### src/rtl/clk_ctrl_1hz.sv
// clk_ctrl_1hz: clock/timer front end.
// Turns the system clock and two raw active-low buttons into the controls the
// seconds counter uses: clk_1hz_s and tick_1hz from a programmable divider, a
// stop level from a RUN/HALT toggle FSM, and adjust_clk pulses while halted.
// Each button passes through a 2-flop synchroniser and a counter debouncer.
// Optional build macro: AUTO_REPEAT_EN adds auto-repeat of adjust_clk while
// the adjust button is held in HALT.
module clk_ctrl_1hz #(
   parameter int unsigned HALF_PERIOD   = 25000000,
   parameter int unsigned DB_CYCLES     = 1000000,
   parameter int unsigned REPEAT_DELAY  = 25000000,
   parameter int unsigned REPEAT_PERIOD = 5000000
) (
   input  logic clk,
   input  logic rst,
   input  logic btn_stop_n,
   input  logic btn_adj_n,
   output logic clk_1hz_s,
   output logic tick_1hz,
   output logic stop,
   output logic adjust_clk
);

   localparam int unsigned HP_W = (HALF_PERIOD > 1) ? $clog2(HALF_PERIOD) : 1;
   localparam int unsigned DB_W = (DB_CYCLES > 1) ? $clog2(DB_CYCLES) : 1;
   localparam int unsigned BTN_STOP = 0;
   localparam int unsigned BTN_ADJ  = 1;

   typedef enum logic {RUN = 1'b0, HALT = 1'b1} state_e;

   state_e          state_q, state_d;
   logic [HP_W-1:0] div_cnt_q, div_cnt_d;
   logic            clk_1hz_q, clk_1hz_d;
   logic            tick_q, tick_d;
   logic            adj_q, adj_d;

   // Per-button pipeline, index BTN_STOP / BTN_ADJ; 1 = released.
   logic [1:0]      raw;
   logic [1:0]      s1_q, s1_d;
   logic [1:0]      s2_q, s2_d;
   logic [1:0]      stable_q, stable_d;
   logic [1:0]      prev_q, prev_d;
   logic [DB_W-1:0] db_cnt_q [2];
   logic [DB_W-1:0] db_cnt_d [2];
   logic [1:0]      press;

   assign raw   = {btn_adj_n, btn_stop_n};
   assign press = ~stable_q & prev_q;

   // Synchronise and debounce both buttons; a change is accepted only after
   // DB_CYCLES consecutive edges of disagreement with the stable level.
   always_comb begin
      s1_d     = raw;
      s2_d     = s1_q;
      prev_d   = stable_q;
      stable_d = stable_q;
      for (int unsigned i = 0; i < 2; i++) begin
         db_cnt_d[i] = '0;
         if (s2_q[i] != stable_q[i]) begin
            if (db_cnt_q[i] == DB_W'(DB_CYCLES - 1)) begin
               stable_d[i] = s2_q[i];
            end else begin
               db_cnt_d[i] = db_cnt_q[i] + 1'b1;
            end
         end
      end
   end

`ifdef AUTO_REPEAT_EN
   localparam int unsigned RD_W  = (REPEAT_DELAY > 1) ? $clog2(REPEAT_DELAY) : 1;
   localparam int unsigned RP_W  = (REPEAT_PERIOD > 1) ? $clog2(REPEAT_PERIOD) : 1;
   localparam int unsigned REP_W = (RD_W > RP_W) ? RD_W : RP_W;

   logic             rep_on_q, rep_on_d;
   logic             rep_first_q, rep_first_d;
   logic [REP_W-1:0] rep_cnt_q, rep_cnt_d;
`else
   // Repeat timing is inert in this build; the parameters remain so that
   // existing overrides still elaborate.
   if ((REPEAT_DELAY == 0) && (REPEAT_PERIOD == 0)) begin : g_no_repeat
   end
`endif

   // Next-state logic: stop toggle, divider, tick and adjust pulse generation.
   always_comb begin
      state_d   = state_q;
      div_cnt_d = div_cnt_q;
      clk_1hz_d = clk_1hz_q;
      tick_d    = 1'b0;

      if (press[BTN_STOP]) begin
         state_d = (state_q == RUN) ? HALT : RUN;
      end

      if (state_q == RUN) begin
         if (div_cnt_q == HP_W'(HALF_PERIOD - 1)) begin
            div_cnt_d = '0;
            clk_1hz_d = ~clk_1hz_q;
            tick_d    = ~clk_1hz_q;
         end else begin
            div_cnt_d = div_cnt_q + 1'b1;
         end
      end

      // Adjust is gated by the pre-toggle state.
      adj_d = press[BTN_ADJ] && (state_q == HALT);

`ifdef AUTO_REPEAT_EN
      rep_on_d    = 1'b0;
      rep_first_d = rep_first_q;
      rep_cnt_d   = '0;
      if (adj_d) begin
         rep_on_d    = 1'b1;
         rep_first_d = 1'b1;
      end else if (rep_on_q && (state_q == HALT) && !press[BTN_STOP] &&
                   !stable_q[BTN_ADJ]) begin
         rep_on_d = 1'b1;
         if (rep_first_q ? (rep_cnt_q == REP_W'(REPEAT_DELAY - 1))
                         : (rep_cnt_q == REP_W'(REPEAT_PERIOD - 1))) begin
            adj_d       = 1'b1;
            rep_first_d = 1'b0;
         end else begin
            rep_cnt_d = rep_cnt_q + 1'b1;
         end
      end
`endif
   end

   // State registers with synchronous active-low reset.
   always_ff @(posedge clk) begin
      if (!rst) begin
         state_q     <= RUN;
         div_cnt_q   <= '0;
         clk_1hz_q   <= 1'b0;
         tick_q      <= 1'b0;
         adj_q       <= 1'b0;
         s1_q        <= '1;
         s2_q        <= '1;
         stable_q    <= '1;
         prev_q      <= '1;
         db_cnt_q[0] <= '0;
         db_cnt_q[1] <= '0;
`ifdef AUTO_REPEAT_EN
         rep_on_q    <= 1'b0;
         rep_first_q <= 1'b0;
         rep_cnt_q   <= '0;
`endif
      end else begin
         state_q     <= state_d;
         div_cnt_q   <= div_cnt_d;
         clk_1hz_q   <= clk_1hz_d;
         tick_q      <= tick_d;
         adj_q       <= adj_d;
         s1_q        <= s1_d;
         s2_q        <= s2_d;
         stable_q    <= stable_d;
         prev_q      <= prev_d;
         db_cnt_q[0] <= db_cnt_d[0];
         db_cnt_q[1] <= db_cnt_d[1];
`ifdef AUTO_REPEAT_EN
         rep_on_q    <= rep_on_d;
         rep_first_q <= rep_first_d;
         rep_cnt_q   <= rep_cnt_d;
`endif
      end
   end

   assign clk_1hz_s  = clk_1hz_q;
   assign tick_1hz   = tick_q;
   assign stop       = (state_q == HALT);
   assign adjust_clk = adj_q;

endmodule

### config.mk
export PLATFORM = sky130hd
export DESIGN_NAME = clk_ctrl_1hz
export DESIGN_NICKNAME = d
export VERILOG_FILES = /design/src/rtl/clk_ctrl_1hz.sv
export SDC_FILE = /design/constraint.sdc
export NUM_CORES = 1
export LEC_CHECK = 0
export CORE_AREA = 2 2 83 85
export DETAILED_ROUTE_END_ITERATION = 10
export DIE_AREA = 0 0 85 87
export PLACE_DENSITY = 0.73
export SLEW_MARGIN = 20
export SYNTH_ARGS = -nofsm -noshare
export SYNTH_HDL_FRONTEND = slang
export SYNTH_SLANG_ARGS = --single-unit
### constraint.sdc
create_clock -name clk -period 1.8 [get_ports clk]
set_input_delay 0.36 -clock clk [delete_from_list [all_inputs] [get_ports clk]]
set_output_delay 0.36 -clock clk [all_outputs]
set_load 0.01 [all_outputs]
* Word-level counts from Yosys, hierarchy flattened *
Memory sizes are Yosys's and may differ from the RTL's.
Cells that the tools add are included.

word-level totals
  memory bits (read-only) = 0
  latch bits = 0
  memories = 1
  logic and storage cells = 42
  register bits after elaboration = 37
  input bits = 4
  bits in writable memories = 40
  output and inout port bits = 4

memories
  memory    depth  bits a word  read ports  clocked after memory_dff  write ports  line  RTL
  db_cnt_q  2      20           2           0                         2            43    logic [DB_W-1:0] db_cnt_q [2];

operators by class
  multiplexer cells = 10
  multipliers = 0
  eq/ne operators = 5
  $add $sub $neg = 3
  $lt $le $gt $ge = 0
  bitwise operators = 8
  reductions and logical operators = 5
  shift-type cells = 0
  div/mod/pow operators = 0

operator list
  operator                                                          count
  20-bit two-way mux                                                6
  20-bit by 1-bit adder with 20-bit output (second input constant)  2
  20-bit == test (second input constant)                            2
  25-bit by 1-bit adder with 25-bit output (second input constant)  1
  25-bit == test (second input constant)                            1
  25-bit two-way mux                                                1
  2-bit AND reduction                                               3
  1-bit inverter                                                    4
  1-bit two-way mux                                                 3
  3-bit OR reduction                                                1
  2-bit bitwise AND                                                 1
  1-bit inequality test                                             2
  2-bit inverter                                                    1
  1-bit OR                                                          2
  1-bit logical AND                                                 1

* Logic depth before layout (Yosys ltp) *
Gate-level depths: netlist (run 1).

  word-level depth = 4
  depth in mapped cells = 7
  depth with buffers taken out = 5

* Least setup slack after synthesis (run 1) *
Ideal clock, no wire load.

  path type = register -> register
  start = mem db_cnt_q[0][26] in the netlist's numbering
  end = mem db_cnt_q[0][38] in the netlist's numbering
  required time = 1.675 ns
  stages on the path, launching flop included = 6
  period minus slack after synthesis = 1.879 ns
  arrival = 1.753 ns
  slack = -0.079 ns
  library setup time = 0.125 ns
  path buffers = 1
  cell sequence = dfxtp_1 -> or4_1 -> or4_4 -> o211ai_2 -> buf_6 -> a21oi_1

RTL lines
  element          line
  start, declared  43

==> results of run 1 <==
-- through the flow --
step | power [uW] | instance area [um2]
finish | 2950 | 4190
global route | 3080 | 4190
CTS | 2980 | 4140
detailed placement | 1830 | 3950
global placement | 1830 | 3950
floorplan | 1800 | 3500
-- power breakdown --
part	leakage, uW	switching [uW]	total, uW	internal [uW]
registers	0.000625	7.63	1720	1710
clock network	0.0000877	580	1160	577
logic	0.000729	37.2	68.7	31.5
-- sequential cells by signal, summed over array words and instances, names as in the netlist --
register and cells:
prev_d 2, prev_q 2, db_cnt_q 40, clk_1hz_s 1, s2_q 2, div_cnt_q 25
adjust_clk 1, stop 1, s1_q 2, tick_1hz 1
-- kinds of logic after synthesis --
group | after synthesis | synth area share
compound gates | 53 | 0.0929
xor+xnor | 40 | 0.100
fa+ha+maj | 3 | 0.0108
buf+inv | 30 | 0.0377
flops | 77 | 0.442
mux | 2 | 0.00574
simple gates | 192 | 0.310
-- repair_timing --
action,in CTS,in global routing
resized for setup,6,9
setup buffers,0,2
pin swaps,2,2
endpoints found under the setup margin,22,40
-- worst paths after layout --
check / cells past startpoint / to / start
hold reg to reg: 1 / s2_q[0]$_SDFF_PN1_ / s1_q[0]$_SDFF_PN1_
setup reg to reg: 5 / db_cnt_q[0][28]$_SDFF_PP0_ / db_cnt_q[0][26]$_SDFF_PP0_
hold / removal: 1 / s2_q[0]$_SDFF_PN1_ / s1_q[0]$_SDFF_PN1_
setup / recovery: 5 / db_cnt_q[0][28]$_SDFF_PP0_ / db_cnt_q[0][26]$_SDFF_PP0_
-- routing by layer --
metal / vias up / wire [um]
li1: 1538 / -
met2: 50 / 3430
met1: 1433 / 3160
met5: - / 0
met3: 12 / 245
met4: 0 / 131
-- cells in the final DEF (no fill, tap or decap), drive strengths merged, types with 3 or more instances in the layout --
| cell | instances |
|---|---|
| nand2 | 18 |
| xor2 | 20 |
| nand2b | 6 |
| nor3 | 4 |
| ha | 3 |
| nand3 | 21 |
| clkbuf | 15 |
| o21ai | 14 |
| inv | 14 |
| xnor2 | 20 |
| or4 | 11 |
| buf | 50 |
| o31ai | 7 |
| nor4 | 11 |
| dfxtp | 77 |
| nor2 | 49 |
| clkdlybuf4s50 | 6 |
| nand4 | 25 |
| and4 | 8 |
| and3 | 6 |
| nor4b | 4 |
| a21oi | 22 |
| or2 | 3 |
| or3 | 13 |
-- area by class of cell --
| type | count | area [um2] | share of cell area |
|---|---|---|---|
| repair buffers | 57 | 459 | 0.110 |
| well taps | 80 | 100 | 0.0239 |
| clock buffers | 15 | 166 | 0.0398 |
| multi-input cells | 290 | 1850 | 0.443 |
| clock inverters | 1 | 5.00 | 0.00120 |
| inverters | 14 | 52.6 | 0.0126 |
| flip-flops and latches | 77 | 1550 | 0.370 |
-- worst register-to-register path, cell delays in order (launching register included) --
cell	delay, ps
dfxtp_2	320
or4_1	520
or4_4	550
o211ai_4	200
buf_6	170
nor2_1	60
==> results.sh, run 1 <==
export IMPL_r2r_slack_ps=-140
export IMPL_fin_nets=456
export IMPL_hpwl_mm=5.04
export IMPL_whs_ps=407
export IMPL_syn_to_final_growth_pct=20.0
export IMPL_path_delay_family="simple AND/OR/NAND/NOR gates"
export IMPL_grt_use_met2=0.344
export IMPL_finClkSkew_ps=4.97
export IMPL_critPathSlowestCell="or4_4"
export IMPL_cp_end_kind="register"
export IMPL_ys_flop_type="dfxtp_1"
export IMPL_fin_util=0.637
export IMPL_grt_pass1_vias=2857
export IMPL_grt_pass1_wl_mm=12.3
export IMPL_max_freq_mhz=515
export IMPL_grt_antenna_before_repair=0
export IMPL_grt_total_usage=0.203
export IMPL_path_buf_inv=1
export IMPL_start_kind="register"
export IMPL_viasPerCell=5.68
export IMPL_p_leak_uw=0.00144
export IMPL_slew_headroom=0.740
export IMPL_critPathMaxStageDelay_ps=550
export IMPL_cts_root_buf="clkbuf_8"
export IMPL_place_ws_ps=-132
export IMPL_ant_nets=0
export IMPL_htreeDepth=3
export IMPL_numCtsBuffers=9
export IMPL_core_mm2=0.00657
export IMPL_path_max_fanout=10
export IMPL_synth_most_common_cell="dfxtp_1"
export IMPL_met3_usage=0.0351
export IMPL_synth_top_cell_area_share=0.442
export IMPL_synth_distinct_cells=45
export IMPL_final_max_slew_viol_count=0
export IMPL_synth_area_leaders="dfxtp_1, nor2_1, xnor2_1, xor2_1, nand4_1"
export IMPL_hold_buffers=0
export IMPL_grt_max_degree=21
export IMPL_crit_chain="or4_1, or4_4, o211ai_4, buf_6, nor2_1"
export IMPL_grt_overflow_total=0
export IMPL_finalWeightedCongestion=0.902
export IMPL_use_met1=0.252
export IMPL_ir_worst_vdd_uv=492
export IMPL_syn_area_mm2=0.00349
export IMPL_synth_net_count=404
export IMPL_synthTopCellsByCount="dfxtp_1, nor2_1, nand4_1"
export IMPL_initial_core_util=0.531
export IMPL_clk_pin_slew_ps=70
export IMPL_drt_iter0_drc=143
export IMPL_fin_crit_sh=1.08
export IMPL_failed_checks="negative setup slack"
export IMPL_yosys_area_top_type="dfxtp_1"
export IMPL_synth_seq_cells=77
export IMPL_cap_viol_max_count=0
export IMPL_die_w_um=85
export IMPL_clock_sinks=77
export IMPL_rows=30
export IMPL_hold_violations=0
export IMPL_wl_per_cell_um=13.1
export IMPL_die_area_mm2=0.00740
export IMPL_cp_required_ps=2030
export IMPL_firstDrtPassIters=4
export IMPL_die_y_um=87
export IMPL_cts_buffer_depth=2
export IMPL_synth_edf_count=0
export IMPL_post_synth_inst_count=397
export IMPL_setup_tns_ps=-2360
export IMPL_rsz0062_at_grt="true"
export IMPL_io_pins=8
export IMPL_setup_viol=21
export IMPL_nFillCells=543
export IMPL_worstSkewPairLatency_ps=350
export IMPL_instances_no_fill=534
export IMPL_synth_seq_area_share=0.442
export IMPL_period_needed_ps=1940
export IMPL_tightest_slew_ps=387
export IMPL_drive_gt1_frac=0.189
export IMPL_routed_via_count=3033
export IMPL_p_per_area_mw_per_mm2=704
export IMPL_crit_type="register to register"
export IMPL_syn_avg_cell_area_um2=8.78
export IMPL_numPortBuffers=7
export IMPL_yosys_warnings=0
export IMPL_place_inst=516
export IMPL_busiest_layer="met2"
export IMPL_hp_class="register to register"
export IMPL_crit_arrival_ps=2170
export IMPL_status="finished, violations left"
export IMPL_drc=0
export IMPL_async_flop_share=0
export IMPL_finalWirelength_mm=6.97
export IMPL_n_antenna_cell=0
export IMPL_fin_ws_ps=-141
export IMPL_cts_tree="done"
No activity file was read; power rests on OpenSTA's default activity.
==> run 2, diff against run 1 <==
CORE_AREA = 2 2 76 93   (was 2 2 83 85)
DIE_AREA = 0 0 78 95   (was 0 0 85 87)
==> results.sh, run 2 (synthesis gave the netlist of run 1 again) <==
export IMPL_tightest_slew_ps=397
export IMPL_crit_chain="or4bb_1, or4_4, o211ai_2, buf_12, a21oi_1"
export IMPL_worstSkewPairLatency_ps=350
export IMPL_die_area_mm2=0.00741
export IMPL_grt_max_degree=21
export IMPL_finalWirelength_mm=7.63
export IMPL_setup_tns_ps=-2590
export IMPL_core_mm2=0.00661
export IMPL_path_delay_family="simple AND/OR/NAND/NOR gates"
export IMPL_grt_antenna_before_repair=0
export IMPL_setup_viol=21
export IMPL_clock_sinks=77
export IMPL_hp_class="register to register"
export IMPL_drc=0
export IMPL_period_needed_ps=1940
export IMPL_io_pins=8
export IMPL_grt_pass1_vias=3007
export IMPL_cap_viol_max_count=0
export IMPL_numPortBuffers=7
export IMPL_grt_total_usage=0.218
export IMPL_clk_pin_slew_ps=70
export IMPL_rsz0062_at_grt="true"
export IMPL_die_w_um=78
export IMPL_firstDrtPassIters=4
export IMPL_final_max_slew_viol_count=0
export IMPL_syn_to_final_growth_pct=22.9
export IMPL_largest_register_ffs=40
export IMPL_finClkSkew_ps=10.3
export IMPL_drive_gt1_frac=0.216
export IMPL_rows=33
export IMPL_regMostFlops="db_cnt_q"
export IMPL_ant_nets=0
export IMPL_fin_crit_sh=1.08
export IMPL_final_cell_mix="dfxtp_1, buf_4, nor2_1"
export IMPL_max_freq_mhz=515
export IMPL_crit_type="register to register"
export IMPL_fin_nets=461
export IMPL_grt_pass1_wl_mm=12.8
export IMPL_finalWeightedCongestion=0.873
export IMPL_n_antenna_cell=0
export IMPL_fin_ws_ps=-142
export IMPL_wl_per_cell_um=14.0
export IMPL_fin_util=0.649
export IMPL_drt_iter0_drc=171
export IMPL_p_per_area_mw_per_mm2=752
export IMPL_critPathSlowestCell="or4_4"
export IMPL_whs_ps=412
export IMPL_die_y_um=95
export IMPL_failed_checks="negative setup slack"
export IMPL_start_kind="register"
export IMPL_cp_required_ps=2030
export IMPL_final_common_cell="dfxtp_1"
export IMPL_critPathMaxStageDelay_ps=540
export IMPL_cp_end_kind="register"
export IMPL_crit_arrival_ps=2170
export IMPL_ir_worst_vdd_uv=497
export IMPL_path_max_fanout=20
export IMPL_grt_overflow_total=0
export IMPL_path_buf_inv=1
export IMPL_top_regs="db_cnt_q (40), div_cnt_q (25)"
export IMPL_numCtsBuffers=9
export IMPL_routed_via_count=3068
export IMPL_hold_violations=0
export IMPL_hpwl_mm=5.35
export IMPL_status="finished, violations left"
export IMPL_viasPerCell=5.63
export IMPL_initial_core_util=0.528
export IMPL_cts_root_buf="clkbuf_8"
export IMPL_htreeDepth=3
export IMPL_cts_tree="done"
export IMPL_cts_buffer_depth=2
export IMPL_slew_headroom=0.733
export IMPL_p_leak_uw=0.00148
export IMPL_place_ws_ps=-128
==> run 2: cell types whose count changed in the layout (fill, tap and decap cells not counted), moves of 2 or more <==
cell and change:
buf_6 -3, bufinv_16 +2, clkbuf_1 -3, buf_4 +7, dfxtp_2 +4, dfxtp_1 -4
==> run 2: worst paths after layout <==
path	start	end	slack, ps	cells past startpoint
setup / recovery	db_cnt_q[0][35]$_SDFF_PP0_	db_cnt_q[0][35]$_SDFF_PP0_	-140	5
hold / removal	s1_q[0]$_SDFF_PN1_	s2_q[0]$_SDFF_PN1_	410	1
setup reg to reg	db_cnt_q[0][35]$_SDFF_PP0_	db_cnt_q[0][35]$_SDFF_PP0_	-140	5
hold reg to reg	s1_q[0]$_SDFF_PN1_	s2_q[0]$_SDFF_PN1_	410	1
==> run 2: area by class of cell <==
type	instances	area, um2
clock inverters	4	72.6
well taps	87	109
multi-input cells	290	1860
repair buffers	62	498
inverters	14	52.6
fillers	571	2320
clock buffers	11	141
flip-flops and latches	77	1550
==> run 2: repair_timing <==
item                                    4_1_cts  5_1_grt
hold buffers                                  0        0
buffers inserted                              1        0
pin swaps                                     1        0
endpoints found under the setup margin       24       47
gates resized for setup                       4       13
gates cloned                                  0        0
==> run 2: routing by layer <==
layer	global-route usage	vias to the layer above	routed length, um
met3	0.0306	12	160
met2	0.414	44	4100
li1	-	1538	-
met5	0	-	0
met4	0.117	0	121
met1	0.231	1474	3250
==> run 2: where the power goes <==
part           leakage (uW)  switching (uW)  total [uW]  internal, uW
clock network      0.000105             619        1430           810
registers          0.000627            7.72        1720          1710
logic              0.000746            38.6        72.5          34.0
==> run 2: metrics by stage <==
stage / total power (uW) / area, um2 / instances
6_report: 3220 / 4290 / 545
5_1_grt: 3320 / 4290 / 545
4_1_cts: 3240 / 4240 / 545
3_5_place_dp: 1830 / 4020 / 529
3_3_place_gp: 1830 / 4020 / 529
2_1_floorplan: 1800 / 3500 / 397
==> run 3, diff against run 2 <==
CORE_AREA = 5 5 79 96   (was 2 2 76 93)
DIE_AREA = 0 0 84 101   (was 0 0 78 95)
==> results.sh, run 3 (synthesis gave the netlist of run 1 again) <==
export IMPL_status="finished, violations left"
export IMPL_failed_checks="negative setup slack"
export IMPL_htreeDepth=3
export IMPL_path_buf_inv=1
export IMPL_core_mm2=0.00661
export IMPL_hpwl_mm=5.09
export IMPL_hp_class="register to register"
export IMPL_fin_nets=458
export IMPL_hold_violations=0
export IMPL_grt_max_degree=21
export IMPL_fin_crit_sh=1.07
export IMPL_wl_per_cell_um=12.9
export IMPL_p_leak_uw=0.00149
export IMPL_rows=33
export IMPL_drt_iter0_drc=144
export IMPL_path_max_fanout=20
export IMPL_worst_path_stages=5
export IMPL_regMostFlops="db_cnt_q"
export IMPL_cts_tree="done"
export IMPL_n_antenna_cell=0
export IMPL_hold_depth=1
export IMPL_final_cell_mix="dfxtp_1, buf_4, nor2_1"
export IMPL_critPathSlowestCell="or4_4"
export IMPL_io_pins=8
export IMPL_numPortBuffers=7
export IMPL_clk_pin_slew_ps=70
export IMPL_largest_register_ffs=40
export IMPL_top_regs="db_cnt_q (40), div_cnt_q (25)"
export IMPL_crit_type="register to register"
export IMPL_numCtsBuffers=9
export IMPL_grt_antenna_before_repair=0
export IMPL_reg2reg_depth=5
export IMPL_drc=0
export IMPL_finalWeightedCongestion=0.846
export IMPL_reg2reg_to="db_cnt_q[0][36]$_SDFF_PP0_"
export IMPL_cp_end_kind="register"
export IMPL_drive_gt1_frac=0.197
export IMPL_die_w_um=84
export IMPL_rr_startpoint="db_cnt_q[0][26]$_SDFF_PP0_"
export IMPL_crit_arrival_ps=2160
export IMPL_crit_chain="or4_1, or4_4, o211ai_4, buf_12, a21oi_1"
export IMPL_grt_total_usage=0.180
export IMPL_start_kind="register"
export IMPL_max_freq_mhz=521
export IMPL_finalWirelength_mm=7.02
export IMPL_cap_viol_max_count=0
export IMPL_routed_via_count=3026
export IMPL_p_per_area_mw_per_mm2=785
export IMPL_endpoint="db_cnt_q[0][36]$_SDFF_PP0_"
export IMPL_die_area_mm2=0.00848
export IMPL_place_area_mm2=0.00400
export IMPL_initial_core_util=0.528
export IMPL_grt_overflow_total=0
export IMPL_final_common_cell="dfxtp_1"
export IMPL_place_ws_ps=-150
export IMPL_critPathMaxStageDelay_ps=550
export IMPL_grt_pass1_wl_mm=12.5
export IMPL_cp_required_ps=2030
export IMPL_ir_worst_vdd_uv=463
export IMPL_slew_headroom=0.676
export IMPL_clock_sinks=77
export IMPL_viasPerCell=5.57
export IMPL_tightest_slew_ps=485
export IMPL_r2r_slack_ps=-120
export IMPL_ant_nets=0
export IMPL_firstDrtPassIters=4
export IMPL_path_delay_family="simple AND/OR/NAND/NOR gates"
export IMPL_rsz0062_at_grt="true"
export IMPL_final_max_slew_viol_count=0
export IMPL_setup_viol=21
export IMPL_cts_buffer_depth=2
export IMPL_period_needed_ps=1920
export IMPL_hold_buffers=0
export IMPL_finClkSkew_ps=9.33
export IMPL_final_area_mm2=0.00427
export IMPL_worstSkewPairLatency_ps=350
export IMPL_syn_to_final_growth_pct=22.5
export IMPL_grt_pass1_vias=2972
export IMPL_fin_ws_ps=-121
export IMPL_crit_start="db_cnt_q[0][26]$_SDFF_PP0_"
export IMPL_die_y_um=101
export IMPL_cts_root_buf="clkbuf_8"
## run 3: per-layer routing
layer | GRT usage | wire length (um) | vias up
li1 | - | - | 1545
met1 | 0.202 | 3010 | 1413
met2 | 0.323 | 3580 | 48
met3 | 0.0327 | 237 | 20
met4 | 0.0965 | 186 | 0
met5 | 0 | 0 | -
## run 3: layout make-up
type | count | area, um2
sequential | 77 | 1550
timing repair buffer | 59 | 475
fill | 576 | 2330
clock buffer | 12 | 145
clock inverter | 4 | 95.1
tap | 87 | 109
multi-input combinational | 290 | 1840
inverter | 14 | 52.6
## run 3: worst register-to-register path, stage by stage (launching register included)
cell      delay [ps]
dfxtp_1          310
or4_1            510
or4_4            550
o211ai_4         220
buf_12           170
a21oi_1           50
## run 3: repair_timing
item                                    4_1_cts  5_1_grt
resized for setup                             4        8
pin swaps                                     1        1
hold endpoints to repair                      0        0
setup buffers                                 0        0
endpoints found under the setup margin       22       47
## run 3: worst min-delay path by stage
stage / startpoint / endpoint / slack (ps)
2_1_floorplan: s1_q[0]$_SDFF_PN1_ / s2_q[0]$_SDFF_PN1_ / 390
3_3_place_gp: s1_q[0]$_SDFF_PN1_ / s2_q[0]$_SDFF_PN1_ / 390
3_5_place_dp: s1_q[0]$_SDFF_PN1_ / s2_q[0]$_SDFF_PN1_ / 390
4_1_cts: s1_q[0]$_SDFF_PN1_ / s2_q[0]$_SDFF_PN1_ / 420
5_1_grt: s1_q[1]$_SDFF_PN1_ / s2_q[1]$_SDFF_PN1_ / 450
6_report: s1_q[0]$_SDFF_PN1_ / s2_q[0]$_SDFF_PN1_ / 410
## run 3: stage by stage
stage	cells	hold WS, ps	TNS, ps	power, uW	utilization
after floorplan	397	386	-529	1800	-
after global placement	527	391	-2360	1830	0.606
after detailed placement	527	393	-2890	1830	0.606
after CTS	543	416	-2480	3390	0.644
after global routing	543	447	-3710	3490	0.647
final	543	412	-2280	3360	0.647
## run 3: power breakdown
part	switching (uW)	internal (uW)
logic	37.5	34.0
clock network	605	958
registers	7.56	1710
==> RTL edit 1, RTL diff (config.mk and constraints of run 1) <==
The option `AUTO_REPEAT_EN` is turned on by a define.
--- a/src/rtl/clk_ctrl_1hz.sv
+++ b/src/rtl/clk_ctrl_1hz.sv
@@ -7,2 +7,4 @@
 // the adjust button is held in HALT.
+`define AUTO_REPEAT_EN
+
 module clk_ctrl_1hz #(
Behaviour: no difference found for any inputs over 10 cycles, from zero or initial values and one cycle with rst low; that may be too few to reach the edited logic, so the function may still have changed.
==> RTL edit 1 against run 1 <==
Sequential power grew 35%; sequential cell count grew 27; setup slack gained 0.20 ns; die area is the same; routed wire length grew 23%; design area grew 24%; worst hold slack gained 0.0086 ns; critical path depth grew 1; power grew 30%; final cell count grew 20%; fmax grew 12%; area after synthesis grew 29%; via count grew 20%; critical path type unchanged; highest routed layer unchanged.
==> RTL edit 1: results (changes against run 1) <==
crit path from rep_first_q (was db_cnt_q[0][26]); non-clock buffer count in the final layout 47 (was 57); Seq area share 40.3% (was 37.0%); P_seq 2320 uW (was 1720 uW); most frequent cells after synthesis 104 x dfxtp_1, 104 x nor2_1, 55 x xor2_1 (was 77 x dfxtp_1, 49 x nor2_1, 24 x nand4_1); Placed Area 4880 um^2 (was 3950 um^2); status finished clean (was finished with violations); pre-CTS setup slack -0.120 ns (was -0.132 ns); dpl cells 622 (was 516); top post-synthesis cells by area dfxtp_1 46%, xor2_1 11%, nor2_1 8.7% (was dfxtp_1 44%, nor2_1 5.3%, xnor2_1 5.0%); Final nets 565 (was 456); vias in the first global route 3366 (was 2857); Non-Filler Instances 642 (was 534); Synth Area in Compound Gates 2.42% (was 9.29%); Post-Syn Nets 522 (was 404); drt total wl 8580 um (was 6970 um); Synth Area in XOR/XNOR 15.8% (was 10.0%); HPWL Detailed 5860 um (was 5040 um); GRT met3 Usage 5.31% (was 3.51%); Seq cells 104 (was 77); Vias/cell 5.67 (was 5.68); Seq/Total Area, Yosys 46.4% (was 44.2%); All-Layer GR Usage 23.4% (was 20.3%); proportion of layout cells with a drive suffix above 1 13.2% (was 18.9%); Initial DRC Count 165 (was 143); multiplexer area fraction after synthesis 0.919% (was 0.574%); met2 Resource Use GR 40.6% (was 34.4%); area of the multi-input gates 2360 um^2 (was 1850 um^2); Fillers 471 (was 543); nonclk inv count 9 (was 14); part of the power in combinational logic 1.5% (was 2.3%); Worst Path Max Fanout 12 (was 10)
## RTL edit 1: cell count changes in the layout (fill, tap and decap cells not counted), moves of 6 or more
cell | run 1 | this run
o21ai_0 | 12 | 3
xnor2_1 | 20 | 26
buf_4 | 47 | 36
or4_1 | 9 | 2
xor2_1 | 20 | 55
nand3_1 | 20 | 44
or3_1 | 13 | 5
and3_1 | 6 | 12
nor2_1 | 49 | 104
dfxtp_1 | 71 | 99
nand2_1 | 18 | 33
a21oi_1 | 22 | 6
## RTL edit 1: per-layer routing
metal,part of all wire (%),wire (um),vias to the layer above
met5,0,0,-
met4,1.8,156,0
met3,3.2,273,15
met2,49,4230,49
met1,46,3920,1732
li1,-,-,1843
## RTL edit 1: timing repair
item	4_1_cts	5_1_grt
pin swaps	0	8
hold endpoints to repair	0	0
resized for setup	3	18
endpoints found under the setup margin	22	29
setup buffers	0	4
## RTL edit 1: final timing paths
kind	end	slack, ns	cells after the start
worst max-delay path	rep_cnt_q[7]	0.06	6
worst min-delay path	s2_q[0]	0.42	1
worst max register to register	rep_cnt_q[7]	0.06	6
worst min register to register	s2_q[0]	0.42	1
## RTL edit 1: per-stage QoR
| step | utilization (%) | total power [uW] | setup TNS [ns] | hold WS (ns) |
|---|---|---|---|---|
| finish | 79.0 | 3840 | 0 | 0.416 |
| global route | 79.0 | 3960 | -0.0557 | 0.449 |
| CTS | 77.5 | 3880 | 0 | 0.418 |
| detailed placement | 74.2 | 2430 | -1.70 | 0.392 |
| global placement | 74.2 | 2430 | -0.683 | 0.392 |
| floorplan | - | 2400 | 0 | 0.386 |
## RTL edit 1: worst max-delay path, cell delays in order, from the launching register on
cell,delay (ns)
dfxtp_1,0.32
or4_1,0.54
o22ai_2,0.17
nand3_2,0.16
o21bai_4,0.20
buf_6,0.17
nor2_1,0.06
==> RTL edit 2, RTL diff (flow settings as in run 1) <==
Without the edit above. Compare `div_cnt_q` against `HP_W'(HALF_PERIOD - 1)` with >= in place of ==.
--- a/src/rtl/clk_ctrl_1hz.sv
+++ b/src/rtl/clk_ctrl_1hz.sv
@@ -95,3 +95,3 @@
       if (state_q == RUN) begin
-         if (div_cnt_q == HP_W'(HALF_PERIOD - 1)) begin
+         if (div_cnt_q >= HP_W'(HALF_PERIOD - 1)) begin
             div_cnt_d = '0;
Function: same outputs for any inputs over 10 cycles, from zero or initial values and one cycle with rst low; that may be too few to reach the edited logic, so the function may still have changed.
==> RTL edit 2 against run 1 <==
The run still ends with setup timing left; sequential cell count unchanged; design area up 7.0%; fmax up 0.64%; power up 7.9%; first-iteration DRC count down 27%; area after synthesis up 3.1%; non-clock buffer count up 10; worst hold slack better by 0.0016 ns; largest power group unchanged; count of clock-buffer cells in the layout down 2; setup slack better by 0.012 ns; routed wire length up 12%; die area unchanged.
==> RTL edit 2: results (changes against run 1) <==
Placed Area 4120 um^2 (was 3950 um^2); vias in the first global route 2975 (was 2857); synth unique cells 46 (was 45); Initial DRT Pass Iterations 4 (unchanged); Sw Share 21.1% (was 21.2%); Vias/cell 5.89 (was 5.68); Worst-Margin Slew 0.296 ns (was 0.387 ns); final worst slack -0.129 ns (was -0.141 ns); final setup fails 21 (unchanged); failing checks setup timing (unchanged); hold path cells 1 (unchanged); dpl cells 528 (was 516); number of flops mapped to enable cells by yosys 0 (unchanged); Seq/Total Area, Yosys 42.9% (was 44.2%); proportion of layout cells with a drive suffix above 1 22.0% (was 18.9%); setup_tns -2.29 ns (was -2.36 ns); status finished with violations (unchanged); Post-Syn Nets 413 (was 404); Layout Utilization 68.2% (was 63.7%); HP Class register to register (unchanged); Initial DRC Count 104 (was 143); first-pass GRT wire length 12900 um (was 12300 um); Mapped Cells 406 (was 397); Non-Filler Instances 548 (was 534); RePlAce Congestion 0.801 (was 0.902); PortBufs 7 (unchanged); crit path DAT 2.16 ns; Hold WS 0.409 ns (was 0.407 ns); All-Layer GR Usage 21.5% (was 20.3%); Worst Path Max Fanout 5 (was 10); top post-synthesis cells by area dfxtp_1 43%, xor2_1 5.6%, o31ai_1 3.5% (was dfxtp_1 44%, nor2_1 5.3%, xnor2_1 5.0%); HPWL Detailed 5350 um (was 5040 um); peak supply drop 0.500 mV (was 0.492 mV); Leakage Power 0.00147 uW (was 0.00144 uW); Final nets 470 (was 456); CP max-delay cell or4_4 (unchanged); number of diodes 0 (unchanged); pre-CTS setup slack -0.156 ns (was -0.132 ns); drt total wl 7790 um (was 6970 um); Layout Skew 0.0102 ns (was 0.00497 ns); most frequent cells after synthesis 77 x dfxtp_1, 30 x nor2_1, 24 x nand2_1, 24 x nand3_1, 23 x xor2_1 (was 77 x dfxtp_1, 49 x nor2_1, 24 x nand4_1)
[RTL edit 2: what timing repair did]
item | in CTS | in global routing
gates resized for setup | 10 | 20
pin swaps | 3 | 4
gates cloned | 1 | 1
endpoints found under the setup margin | 26 | 40
setup buffers | 0 | 2
[RTL edit 2: logic make-up (layout without fill, tap and decap cells)]
| kind of cell | Yosys count | in the layout | share of synthesized area [%] |
|---|---|---|---|
| simple gates | 176 | 177 | 28.1 |
| compound gates | 83 | 83 | 16.0 |
| flops | 77 | 77 | 42.9 |
| buf+inv | 35 | 96 | 4.21 |
| xor+xnor | 32 | 32 | 7.79 |
| fa+ha+maj | 3 | 3 | 1.04 |
[RTL edit 2: final cells by class]
class | count | area (um^2)
multi-input cells | 295 | 2020
fillers | 540 | 2090
flip-flops and latches | 77 | 1550
inverters | 13 | 48.8
clock inverters | 3 | 42.5
clock buffers | 13 | 169
well taps | 80 | 100
repair buffers | 67 | 552
[RTL edit 2: path summary, 6_finish.rpt]
path / to / start
setup / recovery: db_cnt_q[0][36] / db_cnt_q[0][28]
hold / removal: s2_q[0] / s1_q[0]
setup reg to reg: db_cnt_q[0][36] / db_cnt_q[0][28]
hold reg to reg: s2_q[0] / s1_q[0]
[RTL edit 2: power by group through the flow]
stage | Combinational [uW] | Sequential [uW] | Clock [uW]
finish | 83.3 | 1720 | 1370
global route | 92.5 | 1720 | 1470
CTS | 80.5 | 1720 | 1410
detailed placement | 77.0 | 1760 | 0
global placement | 74.1 | 1760 | 0
floorplan | 38.8 | 1760 | 0
[RTL edit 2: layer usage]
layer,routed length [um],vias up,track usage (%)
met5,0,-,0
met4,189,0,11.3
met3,173,16,3.89
met2,3860,40,37.4
met1,3570,1534,25.2
li1,-,1640,-
